File: config.mk
export PLATFORM = sky130hd
export DESIGN_NAME = mem_bus_arbiter
export DESIGN_NICKNAME = d
export VERILOG_FILES = /design/src/rtl/mem_bus_arbiter.sv
export SDC_FILE = /design/constraint.sdc
export NUM_CORES = 1
export LEC_CHECK = 0
export CAP_MARGIN = 20
export CORE_AREA = 2 2 96 98
export DETAILED_ROUTE_END_ITERATION = 8
export DIE_AREA = 0 0 98 100
export GPL_TIMING_DRIVEN = 0
export PLACE_DENSITY = 0.85
export REMOVE_ABC_BUFFERS = 1
export SYNTH_ARGS = -nofsm -noshare
export SYNTH_HDL_FRONTEND = slang
export SYNTH_SLANG_ARGS = --single-unit
File: constraint.sdc
create_clock -name clock -period 3.15 [get_ports clock]
set_input_delay 0.945 -clock clock [delete_from_list [all_inputs] [get_ports clock]]
set_output_delay 0.945 -clock clock [all_outputs]
set_load 0.01 [all_outputs]
File: src/rtl/mem_bus_arbiter.sv
// Arbitrates the single-port memory bus between the CPU datapath and a debug/loader port,
// and decodes the memory-mapped switch/LED word at IO_ADDR.
module mem_bus_arbiter #(
    parameter int          MEM_LATENCY = 2,
    parameter logic [15:0] IO_ADDR     = 16'h2000
) (
    input  logic        clock,
    input  logic        reset_L,
    input  logic        cpu_re_L,
    input  logic        cpu_we_L,
    input  logic [15:0] cpu_addr,
    input  logic [15:0] cpu_wdata,
    output logic [15:0] cpu_rdata,
    output logic        cpu_stall,
    input  logic        dbg_req,
    input  logic        dbg_we,
    input  logic [15:0] dbg_addr,
    input  logic [15:0] dbg_wdata,
    output logic [15:0] dbg_rdata,
    output logic        dbg_ack,
    output logic [15:0] mem_addr,
    output logic [15:0] mem_wdata,
    input  logic [15:0] mem_rdata,
    output logic        mem_re_L,
    output logic        mem_we_L,
    input  logic [15:0] SW,
    output logic [15:0] LEDR
);

    localparam logic [1:0] ST_IDLE = 2'd0;
    localparam logic [1:0] ST_BUSY = 2'd1;
    localparam logic [1:0] ST_DONE = 2'd2;

    localparam logic OWN_CPU = 1'b0;
    localparam logic OWN_DBG = 1'b1;

    localparam int                CNT_W    = (MEM_LATENCY > 1) ? $clog2(MEM_LATENCY) : 1;
    localparam logic [CNT_W-1:0]  CNT_LAST = CNT_W'(MEM_LATENCY - 1);

    logic [1:0]       state_r;
    logic             owner_r;
    logic             last_owner_r;
    logic             we_r;
    logic             io_r;
    logic [CNT_W-1:0] cnt_r;

    logic        cpu_pend_s;
    logic        dbg_pend_s;
    logic        grant_dbg_s;
    logic        sel_we_s;
    logic        sel_io_s;
    logic        last_cyc_s;
    logic [15:0] sel_addr_s;
    logic [15:0] sel_wdata_s;
    logic [15:0] cap_data_s;

    // Request decode, alternating tie-break and selection of the granted requester's fields.
    always_comb begin
        cpu_pend_s  = 1'b0;
        dbg_pend_s  = 1'b0;
        grant_dbg_s = 1'b0;
        sel_we_s    = 1'b0;
        sel_addr_s  = 16'h0000;
        sel_wdata_s = 16'h0000;
        cpu_pend_s  = (~cpu_re_L) | (~cpu_we_L);
        dbg_pend_s  = dbg_req;
        if (cpu_pend_s && dbg_pend_s) begin
            grant_dbg_s = (last_owner_r == OWN_CPU);
        end else if (dbg_pend_s) begin
            grant_dbg_s = 1'b1;
        end else begin
            grant_dbg_s = 1'b0;
        end
        // A CPU access with both strobes low is a write.
        if (grant_dbg_s) begin
            sel_we_s    = dbg_we;
            sel_addr_s  = dbg_addr;
            sel_wdata_s = dbg_wdata;
        end else begin
            sel_we_s    = ~cpu_we_L;
            sel_addr_s  = cpu_addr;
            sel_wdata_s = cpu_wdata;
        end
        sel_io_s   = (sel_addr_s == IO_ADDR);
        last_cyc_s = io_r | (cnt_r == CNT_LAST);
        cap_data_s = io_r ? SW : mem_rdata;
    end

    assign cpu_stall = cpu_pend_s & ~((state_r == ST_DONE) & (owner_r == OWN_CPU));

    // Access sequencer: grant in IDLE, strobe/decode in BUSY, one-cycle completion in DONE.
    always_ff @(posedge clock) begin
        if (!reset_L) begin
            state_r      <= ST_IDLE;
            owner_r      <= OWN_CPU;
            last_owner_r <= OWN_DBG;
            we_r         <= 1'b0;
            io_r         <= 1'b0;
            cnt_r        <= '0;
            cpu_rdata    <= 16'h0000;
            dbg_rdata    <= 16'h0000;
            dbg_ack      <= 1'b0;
            mem_addr     <= 16'h0000;
            mem_wdata    <= 16'h0000;
            mem_re_L     <= 1'b1;
            mem_we_L     <= 1'b1;
            LEDR         <= 16'h0000;
        end else begin
            case (state_r)
                ST_IDLE: begin
                    dbg_ack <= 1'b0;
                    if (cpu_pend_s || dbg_pend_s) begin
                        owner_r      <= grant_dbg_s;
                        last_owner_r <= grant_dbg_s;
                        we_r         <= sel_we_s;
                        io_r         <= sel_io_s;
                        cnt_r        <= '0;
                        mem_addr     <= sel_addr_s;
                        mem_wdata    <= sel_wdata_s;
                        mem_re_L     <= sel_io_s | sel_we_s;
                        mem_we_L     <= sel_io_s | ~sel_we_s;
                        state_r      <= ST_BUSY;
                    end
                end
                ST_BUSY: begin
                    if (last_cyc_s) begin
                        mem_re_L <= 1'b1;
                        mem_we_L <= 1'b1;
                        dbg_ack  <= (owner_r == OWN_DBG);
                        state_r  <= ST_DONE;
                        if (!we_r) begin
                            if (owner_r == OWN_DBG) begin
                                dbg_rdata <= cap_data_s;
                            end else begin
                                cpu_rdata <= cap_data_s;
                            end
                        end else if (io_r) begin
                            LEDR <= mem_wdata;
                        end
                    end else begin
                        cnt_r <= cnt_r + CNT_W'(1);
                    end
                end
                ST_DONE: begin
                    dbg_ack <= 1'b0;
                    state_r <= ST_IDLE;
                end
                default: begin
                    dbg_ack  <= 1'b0;
                    mem_re_L <= 1'b1;
                    mem_we_L <= 1'b1;
                    state_r  <= ST_IDLE;
                end
            endcase
        end
    end

endmodule

Yosys cells after proc, flatten, opt, wreduce, memory -nomap -nowiden
Cells that the tools add are included.

word-level totals
  register bits after elaboration = 90
  input bits = 102

operators by class
  add/sub/neg operators = 1
  eq/ne operators = 6
  mux-type cells = 17
  bitwise gates (word level) = 14
  reductions and logical operators = 12

operator list
  kind                                                                      count
  16-bit two-way mux                                                        3
  16-bit by 14-bit equality test with 1-bit output (second input constant)  1
  4-bit AND reduction                                                       3
  1-bit two-way mux                                                         8
  1-bit NOT                                                                 8
  2-bit != test (second input constant)                                     3
  1-bit one-hot mux with 3 select lines                                     2
  2-bit AND reduction                                                       3
  3-bit AND reduction                                                       2
  2-bit two-way mux                                                         2
  1-bit OR                                                                  4
  2-bit one-hot mux with 2 select lines                                     1
  1-bit AND                                                                 2
  2-bit by 1-bit equality test with 1-bit output (second input constant)    1
  2-bit equality test (second input constant)                               1
  2-bit zero test                                                           1
  1-bit one-hot mux with 2 select lines                                     1
  2-bit nonzero test                                                        1
  1-bit adder (second input constant)                                       1
  1-bit logical AND                                                         1
  1-bit logical OR                                                          1

Longest topological paths before layout
  word-level depth = 9
  depth in mapped cells = 6

Least setup slack after synthesis
OpenSTA, ideal clock, no wires.

  kind = input to output
  from = input port cpu_re_L
  to = output port cpu_stall
  arrival = 1.218 ns
  setup slack = 0.987 ns
  stages on the path = 2
  path through = nand2_1 > o31a_1

between the ends
  cells in the longest elaborated chain, start to end = 3

RTL lines
  element             RTL line  text
  start: declaration  9         input logic cpu_re_L,
  1-bit NOT           65        cpu_pend_s = (~cpu_re_L) | (~cpu_we_L);
  1-bit OR            65
  1-bit AND           89        assign cpu_stall = cpu_pend_s & ~((state_r == ST_DONE) & (owner_r == OWN_CPU));
  end: declaration    14        output logic cpu_stall,

Every way passes these cells.

Final worst setup path
  from = input port cpu_re_L
  to = register mem_re_L

between the ends
  cells in the longest elaborated chain, start to end = 9
  elaborated cells between the ends (all ways) = 13
  those cells by class = eq/ne: 2; mux: 5; bitwise: 3; reduce/logical: 3

RTL lines
  element                                           RTL line  text
  1-bit NOT *                                       65
  1-bit OR *                                        65
  1-bit logical AND                                 67        if (cpu_pend_s && dbg_pend_s) begin
  1-bit two-way mux                                 67
  16-bit two-way mux                                75        if (grant_dbg_s) begin
  16-bit by 14-bit equality test with 1-bit output  84        sel_io_s = (sel_addr_s == IO_ADDR);
  1-bit OR                                          120       mem_re_L <= sel_io_s | sel_we_s;
  1-bit two-way mux                                 112       if (cpu_pend_s || dbg_pend_s) begin
  1-bit one-hot mux with 3 select lines             109       case (state_r)
  end signal: assignment                            120
  end: declaration                                  24        output logic mem_re_L,

Every way passes the cells marked *; elsewhere a longest branch is shown, timed or not. The select of a mux whose other input is x is not followed.
A chain may end at the register's enable or synchronous reset.

==> metrics <==
register bit total from synthesis 90; crit-path max FO 34; crit end category flip-flop; Seq/Total Area, Yosys 0.476; RSZ-0062 raised after global routing no; DP Wirelength between 7000 and 8000 um; Post-synth ARST share 0; Synth Area per Inst between 9 and 10 sq um; Setup CP Type in2reg; skew final 15.7 ps; Worst-Margin Slew about 1100 ps; Die Wd a little under 100 um; status finished clean; Relative slew margins 0.266; layout cell share with drive strength beyond 1 0.0711; n_diodes 0; Slowest cell on crit path a21bo_2; final-report setup violation count 0; CTS tree built; dominant cell type by area after synthesis dfxtp_1; vias post-DR about 3600; Peak supply drop 0.000251 V; share of Yosys cell area claimed by the top area cell type 0.476; root buffer cell clkbuf_8; vias in the first global route 3441; initial antenna violation count 0; Final Non-Filler Cells around 690; full die area just under 10000 sq um; CP Data Arrival Time 3060 ps; area of the core 8890 sq um; crit share post-route 0.890; fillcell total 745; Hold Worst Slack 461 ps; Worst Hold Class reg2reg; cell area after synthesis 3790 sq um; number of distinct library cells after synthesis 35; Mapped Cells slightly above 400; WP buf/inv 1; Worst Path Required 3410 ps; CP startpoint kind primary input; number of synthesized flops with an enable pin 0; RD Place Congestion ~0.78; htree depth 3; GRT Total Usage 0.207; Clock Latency Late Sink 340 ps; leak pwr around 2.2 nW; FMAX 0.357 GHz; Routed Antenna Nets 0; nets 674; TritonCTS Buffers 9; CP top delay family compound AO/OA/AOI/OAI gates; floorplan row count 35; IO Pins 186; clock sinks 90; clock-pin slew on the worst setup and hold paths roughly 80 ps; initial DRC count 112; iteration count of the initial detailed-routing pass 6; CTS Buffer Depth 2; Ys Warns 0; first-pass GRT wire length 16500 um; post-layout minimum cycle time 2800 ps; via density per instance 5.19; worst-path cell chain clkdlybuf4s50_1, nand2_1, a21bo_2, mux2_2, a32oi_1; top cells by area, synth dfxtp_1, mux2i_1, a211oi_1; Die Y 100 um; number of remaining DRC errors 0; Starting Density 0.426; most frequent cells after synthesis dfxtp_1, nor2_1, a211oi_1; top-count cell post-synth dfxtp_1; grt total ovfl 0; final WL 10300 um; dpl cells 671; Final Hold Violating Endpoints 0; Final Slew Violations 0; MaxCap Viol Count 0; Synth Flop Type dfxtp_1; area grow syn2layout 55.3%; largest net degree at the start of global routing 87; PwrDens between 400 and 500 nW/um^2; postcts setup bufs 0; PortBufs 185; routed len/inst 15.0 um; largest stage delay on the critical path 890 ps
cell usage in the layout (no fill, tap or decap), types with 2 or more instances in the layout:
cell type and instances:
nor4_1 6, nor4b_1 2, clkinvlp_4 2, nor3_1 4, o21ai_0 3, inv_1 3, nor2b_1 2, nand2_1 38
nor2_1 71, a211oi_2 14, nand4_1 2, clkinv_4 3, a21oi_1 20, mux2i_1 48, clkbuf_8 9, clkdlybuf4s50_1 184
clkbuf_1 2, and3_1 2, dfxtp_1 90, buf_6 3, a211oi_1 50
state kept, by name (all words and copies together) (netlist names), 2 cells and up:
name       count
LEDR          16
state_r        2
dbg_rdata     16
cpu_rdata     16
mem_wdata     16
mem_addr      16
worst reg2reg max path, stage by stage, from the launching register on:
cell,delay (ps)
dfxtp_1,380
a21bo_2,890
mux2_2,470
a32oi_1,200
layer usage:
layer | global-route usage | vias to the layer above | share of wire
li1 | - | 1788 | -
met1 | 0.248 | 1656 | 0.42
met2 | 0.368 | 102 | 0.51
met3 | 0.0341 | 26 | 0.044
met4 | 0.0855 | 0 | 0.031
met5 | 0 | - | 0
final cells by class:
class / count / area (sq um) / share of cell area
Sequential cell: 90 / 1800 / 0.306
Timing Repair Buffer: 190 / 1940 / 0.329
Clock inverter: 5 / 41.3 / 0.00702
Multi-Input combinational cell: 277 / 1820 / 0.309
Inverter: 4 / 17.5 / 0.00298
Clock buffer: 11 / 131 / 0.0223
Tap cell: 111 / 139 / 0.0236
cells by family after synthesis:
family,count (synthesis),synth area share
AOI/OAI and AO/OA,94,0.191
buffers and inverters,36,0.0453
DFF,90,0.476
muxes,49,0.130
and+or+nand+nor,134,0.159
timing repair:
action | in CTS | in global routing
hold buffers | 0 | 0
endpoints found under the setup margin | 0 | 1
gates resized for setup | 0 | 1
report_power, final:
part | internal (W) | switching (W) | total (W)
Sequential | 0.00122 | 0.0000607 | 0.00129
Combinational | 0.000370 | 0.000298 | 0.000668
Clock | 0.000292 | 0.000403 | 0.000695
through the flow:
| stage | total power, W | TNS [ps] | instance area (sq um) | worst slack (ps) | utilization |
|---|---|---|---|---|---|
| after floorplan | 0.00161 | 0 | 3630 | 279 | - |
| after global placement | 0.00195 | -55860 | 5620 | -978 | 0.632 |
| after detailed placement | 0.00198 | -1.47 | 5680 | -1.47 | 0.639 |
| after CTS | 0.00267 | 0 | 5850 | 9.49 | 0.658 |
| after global routing | 0.00278 | 0 | 5880 | 247 | 0.662 |
| final | 0.00265 | 0 | 5880 | 346 | 0.662 |
worst paths after layout:
kind | cells past startpoint | from | slack [ps] | to
setup / recovery | 5 | cpu_re_L | 350 | mem_re_L
hold / removal | 2 | LEDR[9] | 460 | LEDR[9]
setup reg to reg | 3 | last_owner_r | 1140 | mem_re_L
hold reg to reg | 2 | LEDR[9] | 460 | LEDR[9]
No activity file was read; power rests on OpenSTA's default activity.
